==> src/rtl/s_pl_reg_vdly.sv <==
// Run-time selectable delay line for data plus valid, 0..MAXDLY stages.
// Latency: cur_dly en=1 edges (0 = combinational bypass); outputs come straight from stage flops.
// No back-pressure: en stalls the whole line, and samples leaving on an en=1 edge are not held.
module s_pl_reg_vdly #(
  parameter int              SIZE    = 8,
  parameter int              MAXDLY  = 15,
  parameter int              DLYW    = 4,
  parameter int              DEF_DLY = 3,
  parameter logic [SIZE-1:0] RST_VAL = '0
) (
  input  logic            clk,
  input  logic            rst,
  input  logic            en,
  input  logic            flush,
  input  logic            dly_ld,
  input  logic [DLYW-1:0] dly_val,
  input  logic [SIZE-1:0] idat,
  input  logic            ivld,
  output logic [SIZE-1:0] odat,
  output logic            ovld,
  output logic [DLYW-1:0] cur_dly,
  output logic [DLYW-1:0] fill,
  output logic            dly_err
);

  localparam logic [DLYW-1:0] MAXDLY_W  = DLYW'(MAXDLY);
  localparam logic [DLYW-1:0] DEF_DLY_W = DLYW'(DEF_DLY);

  // Index 0 holds stage 1 (youngest sample), index MAXDLY-1 holds the oldest.
  logic [SIZE-1:0]   s_q [MAXDLY];
  logic [SIZE-1:0]   s_d [MAXDLY];
  logic [MAXDLY-1:0] v_q, v_d;
  logic [DLYW-1:0]   cur_dly_q, cur_dly_d;
  logic [DLYW-1:0]   fill_q, fill_d;
  logic              dly_err_q, dly_err_d;

  // Tap of the stage selected by cur_dly; cur_dly never exceeds MAXDLY.
  logic [SIZE-1:0]   tap_dat;
  logic              tap_vld;

  // Select the active output stage.
  always_comb begin
    tap_dat = RST_VAL;
    tap_vld = 1'b0;
    for (int k = 0; k < MAXDLY; k++) begin
      if (cur_dly_q == DLYW'(k + 1)) begin
        tap_dat = s_q[k];
        tap_vld = v_q[k];
      end
    end
  end

  // Delay 0 bypasses the stages entirely; otherwise drive from the selected flop.
  always_comb begin
    if (cur_dly_q == '0) begin
      odat = idat;
      ovld = ivld;
    end else begin
      odat = tap_dat;
      ovld = tap_vld;
    end
  end

  assign cur_dly = cur_dly_q;
  assign fill    = fill_q;
  assign dly_err = dly_err_q;

  // Next-state: shift on en, then flush/load clear the valids and occupancy.
  always_comb begin
    s_d       = s_q;
    v_d       = v_q;
    fill_d    = fill_q;
    cur_dly_d = cur_dly_q;
    dly_err_d = 1'b0;
    if (en) begin
      s_d[0] = idat;
      v_d[0] = ivld;
      for (int k = 1; k < MAXDLY; k++) begin
        s_d[k] = s_q[k-1];
        v_d[k] = v_q[k-1];
      end
      // Occupancy only tracks the window when the stages are in use.
      if (cur_dly_q != '0) begin
        fill_d = fill_q + DLYW'(ivld) - DLYW'(tap_vld);
      end
    end
    // Clearing every valid also drops the sample entering on this edge.
    if (flush || dly_ld) begin
      v_d    = '0;
      fill_d = '0;
    end
    if (dly_ld) begin
      cur_dly_d = (dly_val > MAXDLY_W) ? MAXDLY_W : dly_val;
      dly_err_d = (dly_val > MAXDLY_W);
    end
  end

  // State registers with synchronous reset.
  always_ff @(posedge clk) begin
    if (rst) begin
      for (int k = 0; k < MAXDLY; k++) begin
        s_q[k] <= RST_VAL;
      end
      v_q       <= '0;
      cur_dly_q <= DEF_DLY_W;
      fill_q    <= '0;
      dly_err_q <= 1'b0;
    end else begin
      for (int k = 0; k < MAXDLY; k++) begin
        s_q[k] <= s_d[k];
      end
      v_q       <= v_d;
      cur_dly_q <= cur_dly_d;
      fill_q    <= fill_d;
      dly_err_q <= dly_err_d;
    end
  end

endmodule

==> config.mk <==
export PLATFORM = sky130hd
export DESIGN_NAME = s_pl_reg_vdly
export DESIGN_NICKNAME = d
export VERILOG_FILES = /design/src/rtl/s_pl_reg_vdly.sv
export SDC_FILE = /design/constraint.sdc
export NUM_CORES = 1
export LEC_CHECK = 0
export CORE_MARGIN = 2
export CORE_UTILIZATION = 58
export DETAILED_ROUTE_END_ITERATION = 10
export PLACE_DENSITY = 0.78
export SETUP_SLACK_MARGIN = 0.05
export SYNTH_ARGS = -nofsm -noshare
export SYNTH_HDL_FRONTEND = slang
export SYNTH_SLANG_ARGS = --single-unit
==> constraint.sdc <==
create_clock -name clk -period 4.4 [get_ports clk]
set_clock_uncertainty 0.15 [all_clocks]
set_input_delay 1.1 -clock clk [delete_from_list [all_inputs] [get_ports clk]]
set_output_delay 1.1 -clock clk [all_outputs]
set_load 0.01 [all_outputs]
After elaboration in Yosys (flattened, before gate mapping)
Cells that the tools add are included.

operators by class
  reduce and logical (&&, ||, !) cells = 6
  add/sub/neg operators = 2
  order comparisons = 1
  muxes and demuxes = 33
  equality and inequality tests = 15
  bitwise gates (word level) = 1

operators with widths
  cell                  number
  $mux W8               16
  $eq A4 B4 Y1 const B  8
  $eq A4 B3 Y1 const B  4
  $mux W1               16
  $eq A4 B2 Y1 const B  2
  $add A4 B1 Y4         1
  $eq A4 B1 Y1 const B  1
  $gt A4 B4 Y1 const B  1
  $logic_not A4 Y1      1
  $mux W4               1
  $reduce_bool A4 Y1    1
  $reduce_or A2 Y1      2
  $sub A4 B1 Y4         1
  $reduce_and A2 Y1     1
  $logic_or A1 B1 Y1    1
  $not A1 Y1            1

storage, ports and cells
  word-level logic and storage cells = 77
  flip-flop bits (word level) = 144
  bits of input ports = 18
  output and inout bits = 18

Logic depth before layout (Yosys ltp)
Gate-level depths: netlist (run 1).

  word-level depth = 17
  gate-level depth with buffers = 16
  mapped depth without buffers = 14

Least setup slack after synthesis (run 1)
OpenSTA, ideal clock, no wires.

  path kind = register to register
  start point = register cur_dly_q[0], in the netlist cur_dly[0]
  end point = register fill_q[2], in the netlist fill[2]
  slack = 1342 ps
  path buffers = 2
  data required time = 4123 ps
  data arrival time = 2780 ps
  stages on the path, launching flop included = 16
  clock period less this slack = 3058 ps
  path through = dfxtp_1 > buf_2 > buf_4 > o31ai_1 > a221o_1 > o22ai_1 > o21ai_0 > ha_1 > inv_1 > ha_1 > inv_1 > fa_1 > xor2_1 > nor2_1 > a21oi_1 > nor2_1

on the way
  word-level cells in the longest chain between the ends = 17
  elaborated cells on any way between the ends = 33

ends and longest elaborated chain
  item                    line  RTL
  start, declared         33    logic [DLYW-1:0] cur_dly_q, cur_dly_d;
  start signal, assigned  113   cur_dly_q <= cur_dly_d;
  $eq A4 B1 Y1            46    if (cur_dly_q == DLYW'(k + 1)) begin
  $mux W1 (15 in a row)   46
  $sub A4 B1 Y4           84    fill_d = fill_q + DLYW'(ivld) - DLYW'(tap_vld);
  end signal, assigned    114   fill_q <= fill_d;
  end, declared           34    logic [DLYW-1:0] fill_q, fill_d;

Several ways; a longest one is shown, not always the timed one.
A chain may end at the register's enable or synchronous reset.

Final worst setup path (run 1)
  start point = register cur_dly_q[0], in the netlist cur_dly[0]
  end point = output ovld

on the way
  word-level cells in the longest chain between the ends = 17
  elaborated cells on any way between the ends = 32

ends and longest elaborated chain
  item                   line  RTL
  $eq A4 B1 Y1           46
  $mux W1 (15 in a row)  46
  $mux W1 (*)            55    if (cur_dly_q == '0) begin
  end, declared          20    output logic ovld,

Mark *: on every way between the ends. The rest lies on a longest branch, timed or not.

==> results.ini, run 1 <==
[power_and_ir_drop]
clkPwrFrac_pct=44.6
seqPwrFrac_pct=45.0
cellLeakagePower_nw=3.16
swShare_pct=24.4
power.density_mw_per_mm2=383
ir_drop_v=0.000290
power_mw=2.94
intPower_mw=2.22
p_switching_uw=718
combPwrFrac_pct=10.4

[synth]
synth_area_mm2=0.00677
async_flop_share_pct=0
synth_cell_types=50
netlist.area_leader.share_pct=42.3
synth_edf_count=0
synth_area_leader_cell=dfxtp_1
synthCells=742
synthTopCellsByArea=dfxtp_1 (42%), mux2i_1 (22%), nor2_1 (10%)
syn-num-nets=765
synth_ff_type=dfxtp_1
yosys_register_bits=143
yosysWarnings=0
synth.avg_cell_area_um2=9.12
yosysSeqAreaShare_pct=42.3

[routing]
viasPerCell=6.16
dr.pass1.iters=5
drt_iter0_drc=477
ant_nets=0
drc=0
vias=5557
wire_per_inst_um=18.4
totalWireLength_um=16600

[sta]
finalSetupViolCount=0
final.setup.tns_ns=0
max_freq_mhz=237
tightestPinTransition_ns=0.778
slew_viol_final=0
post-route-min-period_ns=4.22
max-slew-margin-rel_pct=48.1
hold_violations=0
rsz0062_at_grt=no
period_share_pct=96.0

[finish]
mostFrequentLayoutCell=nor2_1
drive_gt1_share_pct=8.30
diodes=0
fin_util_pct=67.2
area_growth_pct=13.4
nNetsFinal=770
final_cell_mix=nor2_1 (179), mux2i_1 (147), dfxtp_1 (140), clkdlybuf4s50_1 (32), o21ai_0 (26)

[grt]
grt_pass1_vias=5211
grt_max_degree=70
antenna_found_initial=0
grt_pass1_wl_um=26700
overflow=0
grt_use_total_pct=26.8

[clocking]
tritoncts=built
clock-sinks=143
clock_latency_ns=0.42
clock_path_buffers=2
cts_inserted_buffers=17
htreeDepth=4
cts_root_buf=clkbuf_16
path_clk_slew_ns=0.06
cts_setup_buffers=0

[setup_path]
crit_path_end_kind=output pin
reg2reg_slack_ns=0.69
rr_worst_depth=15
reg2reg_to=fill[2]$_SDFFE_PP0P_
r2r_start=cur_dly[0]$_SDFFE_PP1P_
crit_start=cur_dly[0]$_SDFFE_PP1P_
crit_type=reg2out
critical_path_required_ns=3.15
cp.arrival_ns=2.97
cp_max_fo=32
cp-endpoint=ovld
start_kind=flip-flop

[worst_hold_path]
hp-class=reg2reg

[floorplan]
initial_utilization_pct=59.3
fp.dieH_um=112
die_x_um=112
die_area_mm2=0.0125
ioPinCount=36
rows=39
core_area_mm2=0.0114

[outcome]
outcome=complete, no violations

[placed_design]
hpwl_um=11000
place_congestion=0.907
numPortBuffers=34

[job]
maxCapViolCount=0

[worst max-delay path, stage by stage (launching register included)]
cell and delay, ns:
dfxtp_2 0.36, buf_4 0.28, or4b_1 0.80, o22ai_1 0.25
a221o_1 0.13, o22ai_1 0.08, nand2_1 0.10, clkdlybuf4s50_1 0.54
[worst min-delay path by stage]
stage | start | to | slack, ns | cells past startpoint
after floorplan | s_q[0]$_SDFFE_PP0P_ | s_q[0]$_SDFFE_PP0P_ | 0.31 | 2
after global placement | fill[0]$_SDFFE_PP0P_ | fill[0]$_SDFFE_PP0P_ | 0.31 | 2
after detailed placement | fill[0]$_SDFFE_PP0P_ | fill[0]$_SDFFE_PP0P_ | 0.33 | 2
after CTS | fill[0]$_SDFFE_PP0P_ | fill[0]$_SDFFE_PP0P_ | 0.34 | 2
after global routing | fill[0]$_SDFFE_PP0P_ | fill[0]$_SDFFE_PP0P_ | 0.37 | 2
final | fill[0]$_SDFFE_PP0P_ | fill[0]$_SDFFE_PP0P_ | 0.33 | 2
[power by group through the flow]
stage          registers [mW]  clock network (mW)  logic [mW]
2_1_floorplan            1.35                   0       0.208
3_3_place_gp             1.35                   0       0.293
3_5_place_dp             1.35                   0       0.298
4_1_cts                  1.32                1.33       0.300
5_1_grt                  1.33                1.38       0.326
6_report                 1.33                1.31       0.305
[final cells by class]
cell class,instances,area (um^2)
Fill cell,912,3740
Multi-Input combinational cell,529,3600
Sequential cell,143,2870
Clock buffer,26,509
Timing Repair Buffer,49,468
Tap cell,143,179
Clock inverter,5,30.0
Inverter,7,26.3
[Yosys cell counts (2+ instances only)]
cell type / n
a221oi_1: 8
a211o_1: 10
o21ai_0: 26
mux2i_1: 147
a21oi_1: 14
xor2_1: 2
o22ai_1: 18
dfxtp_1: 143
ha_1: 4
a2111oi_0: 15
buf_6: 2
nand2_1: 14
or3_1: 2
nor2b_1: 21
buf_4: 3
o221ai_1: 9
nor2_1: 181
nand3_1: 5
inv_1: 7
mux2_2: 8
and2_1: 9
buf_2: 23
buf_1: 5
a32o_1: 6
clkbuf_1: 30
nand2b_1: 6
[timing repair]
| action | CTS | global route |
|---|---|---|
| hold buffers | 0 | 0 |
| endpoints found under the setup margin | 0 | 8 |
| gates resized for setup | 0 | 6 |
| endpoints found under the hold margin | 0 | 0 |
[flip-flops by register name, summed over array words and instances, names as in the netlist]
register and flops:
fill 4, v_q 15, s_q 120, cur_dly 4
[kinds of logic after synthesis]
logic type	synth area share, %
AO/OA/AOI/OAI	12.5
buffers and inverters	4.70
other	0.0554
adder cells (fa/ha/maj)	1.04
AND/OR/NAND/NOR	16.0
flip-flops	42.3
multiplexers	23.1
XOR/XNOR	0.388
[metal layers]
metal | vias up | share of wire, % | GRT usage, %
met2 | 244 | 47 | 43.2
met4 | 0 | 2.8 | 12.1
met3 | 47 | 7.5 | 5.94
met1 | 2647 | 43 | 34.8
met5 | - | 0 | 0
li1 | 2619 | - | -
[metrics by stage]
step / cells / setup WS [ns] / hold slack [ns] / cell area, um^2
floorplan: 742 / 1.34 / 0.310 / 6770
global placement: 871 / 0.634 / 0.315 / 7120
detailed placement: 871 / 0.577 / 0.332 / 7120
CTS: 902 / 0.0591 / 0.339 / 7660
global route: 902 / 0.0795 / 0.372 / 7680
finish: 902 / 0.177 / 0.332 / 7680
No activity file was read; power rests on OpenSTA's default activity.
==> inputs of run 2 (changes only) <==
--- a/config.mk
+++ b/config.mk
@@ -5,10 +5,13 @@
 export SDC_FILE = /design/constraint.sdc
 export NUM_CORES = 1
 export LEC_CHECK = 0
+export CELL_PAD_IN_SITES_DETAIL_PLACEMENT = 1
+export CELL_PAD_IN_SITES_GLOBAL_PLACEMENT = 2
 export CORE_MARGIN = 2
-export CORE_UTILIZATION = 58
+export CORE_UTILIZATION = 41
 export DETAILED_ROUTE_END_ITERATION = 10
-export PLACE_DENSITY = 0.78
+export MAX_ROUTING_LAYER = met4
+export PLACE_DENSITY_LB_ADDON = 0.1
 export SETUP_SLACK_MARGIN = 0.05
 export SYNTH_ARGS = -nofsm -noshare
 export SYNTH_HDL_FRONTEND = slang
==> run 2 against run 1 <==
Net effect:
- global-route usage down 3.0 points
- via count shrank 1.4%
- power grew 2.9%
- critical path type unchanged
- design area is 2.4% higher
- highest routed layer unchanged
- die area grew 40%
- largest cell class unchanged
==> results.ini, run 2 (same netlist as run 1, synthesis figures left out) <==
[setup_path]
cp-endpoint=odat[6]  ; was ovld
r2r_start=cur_dly[1]$_SDFFE_PP1P_  ; was cur_dly[0]$_SDFFE_PP1P_
cp.arrival_ns=2.95  ; was 2.97 ns
reg2reg_to=fill[3]$_SDFFE_PP0P_  ; was fill[2]$_SDFFE_PP0P_
critical_path_required_ns=3.15  ; about the same
crit_path_end_kind=output pin  ; unchanged
reg2reg_slack_ns=0.75  ; was 0.69 ns
crit_start=cur_dly[2]$_SDFFE_PP0P_  ; was cur_dly[0]$_SDFFE_PP1P_
crit_type=reg2out  ; unchanged
cp_max_fo=14  ; was 32
start_kind=flip-flop  ; unchanged
rr_worst_depth=14  ; was 15

[floorplan]
rows=46  ; was 39
die_area_mm2=0.0176  ; was 0.0125 mm^2
initial_utilization_pct=42.3  ; was 59.3%
die_x_um=132  ; was 112 um
ioPinCount=36  ; unchanged
fp.dieH_um=132  ; was 112 um
core_area_mm2=0.0160  ; was 0.0114 mm^2

[finish]
area_growth_pct=16.2  ; was 13.4%
diodes=0  ; unchanged
biggestRegsByFlops=s_q (120), v_q (15)  ; unchanged
drive_gt1_share_pct=9.75  ; was 8.30%
nNetsFinal=779  ; was 770
mostFrequentLayoutCell=nor2_1  ; unchanged
regMostFlops=s_q  ; unchanged
largest_reg_flops=120  ; unchanged
final_cell_mix=nor2_1 (181), mux2i_1 (147), dfxtp_1 (140), clkdlybuf4s50_1 (32), o21ai_0 (26)  ; was nor2_1 (179), mux2i_1 (147), dfxtp_1 (140), clkdlybuf4s50_1 (32), o21ai_0 (26)

[sta]
max_freq_mhz=238  ; was 237 MHz
tightestPinTransition_ns=0.833  ; was 0.778 ns
whs_ns=0.333  ; was 0.332 ns
slew_viol_final=0  ; unchanged
period_share_pct=95.4  ; was 96.0%
post-route-min-period_ns=4.20  ; was 4.22 ns
finalSetupViolCount=0  ; unchanged
hold_violations=0  ; unchanged
max-slew-margin-rel_pct=44.4  ; was 48.1%
final.setup.tns_ns=0  ; unchanged
rsz0062_at_grt=no  ; unchanged

[clocking]
cts_root_buf=clkbuf_16  ; unchanged
path_clk_slew_ns=0.06  ; about the same
ctsHoldBuffers=0  ; unchanged
clock_latency_ns=0.43  ; was 0.42 ns
cts_setup_buffers=0  ; unchanged
tritoncts=built  ; unchanged
cts_inserted_buffers=17  ; unchanged
clock_path_buffers=2  ; unchanged
htreeDepth=4  ; unchanged
clock-sinks=143  ; unchanged

[power_and_ir_drop]
ir_drop_v=0.000273  ; was 0.000290 V
cellLeakagePower_nw=3.21  ; was 3.16 nW
power.density_mw_per_mm2=385  ; was 383 mW/mm^2

[outcome]
outcome=complete, no violations  ; unchanged

[routing]
vias=5480  ; was 5557
dr.pass1.iters=5  ; unchanged
drc=0  ; unchanged
wire_per_inst_um=19.8  ; was 18.4 um
totalWireLength_um=19500  ; was 16600 um
drt_iter0_drc=323  ; was 477
ant_nets=0  ; unchanged
viasPerCell=5.56  ; was 6.16

[grt]
top_usage_layer=met2  ; unchanged
grtUsageMet3_pct=4.02  ; was 5.94%
antenna_found_initial=0  ; unchanged
grt_pass1_vias=5849  ; was 5211
overflow=0  ; unchanged
grt_pass1_wl_um=32000  ; was 26700 um
grtUsageMet2_pct=38.6  ; was 43.2%
grt_use_total_pct=23.8  ; was 26.8%
use_met1_pct=30.8  ; was 34.8%
grt_max_degree=77  ; was 70

[placed_design]
numPortBuffers=34  ; unchanged
place_congestion=0.873  ; was 0.907
hpwl_um=13500  ; was 11000 um

[worst_hold_path]
hp-class=reg2reg  ; unchanged

[job]
maxCapViolCount=0  ; unchanged

==> run 2: stage by stage <==
step	cell area (um^2)	power, mW	util (%)	setup WS [ns]	cells
6_report	7870	3.03	49.2	0.204	985
3_5_place_dp	7290	1.67	45.6	0.501	953
3_3_place_gp	7290	1.67	45.6	0.553	953
5_1_grt	7870	3.14	49.2	0.0530	985
4_1_cts	7860	3.06	49.1	0.0633	985
2_1_floorplan	6770	1.55	-	1.34	742
==> run 2: per-layer routing <==
layer  share of wire, %  routed length (um)
met5                  0                   0
met4                1.1                 216
met1                 46                9070
met2                 48                9430
met3                4.1                 805
==> run 2: how the worst min path moves through the flow <==
stage	start	to	slack, ns	cells after the start
final	fill[0]$_SDFFE_PP0P_	fill[0]$_SDFFE_PP0P_	0.33	2
after CTS	fill[0]$_SDFFE_PP0P_	fill[0]$_SDFFE_PP0P_	0.34	2
after global routing	fill[0]$_SDFFE_PP0P_	fill[0]$_SDFFE_PP0P_	0.35	2
after global placement	fill[0]$_SDFFE_PP0P_	fill[0]$_SDFFE_PP0P_	0.32	2
after floorplan	s_q[0]$_SDFFE_PP0P_	s_q[0]$_SDFFE_PP0P_	0.31	2
after detailed placement	fill[0]$_SDFFE_PP0P_	fill[0]$_SDFFE_PP0P_	0.33	2
==> run 2: critical path, cell delays in order, from the launching register on <==
cell             delay (ns)
dfxtp_1                0.59
xnor2_1                0.34
a2111oi_1              0.66
a221oi_1               0.11
o22ai_1                0.23
clkdlybuf4s50_1        0.59
==> run 2: final cells by class <==
| class | count | area, um^2 |
|---|---|---|
| clock buffers | 18 | 429 |
| clock inverters | 14 | 134 |
| fillers | 1861 | 8140 |
| inverters | 7 | 26.3 |
| multi-input cells | 529 | 3590 |
| flip-flops and latches | 143 | 2870 |
| well taps | 216 | 270 |
| repair buffers | 58 | 544 |
==> run 2: repair_timing <==
item                                    4_1_cts  5_1_grt
gates resized for setup                       2        3
endpoints found under the setup margin        2        6
cloned                                        0        0
==> run 2: power breakdown <==
| group | switching, mW | total (mW) | internal, mW |
|---|---|---|---|
| registers | 0.0176 | 1.33 | 1.31 |
| logic | 0.186 | 0.320 | 0.134 |
| clock network | 0.597 | 1.38 | 0.786 |
==> inputs of run 3 (changes only) <==
--- a/config.mk
+++ b/config.mk
@@ -13,6 +13,7 @@
 export MAX_ROUTING_LAYER = met4
 export PLACE_DENSITY_LB_ADDON = 0.1
 export SETUP_SLACK_MARGIN = 0.05
+export SKIP_LAST_GASP = 1
 export SYNTH_ARGS = -nofsm -noshare
 export SYNTH_HDL_FRONTEND = slang
 export SYNTH_SLANG_ARGS = --single-unit
==> results of run 3 <==
The final DEF is identical to that of run 2; final timing and power are the same.
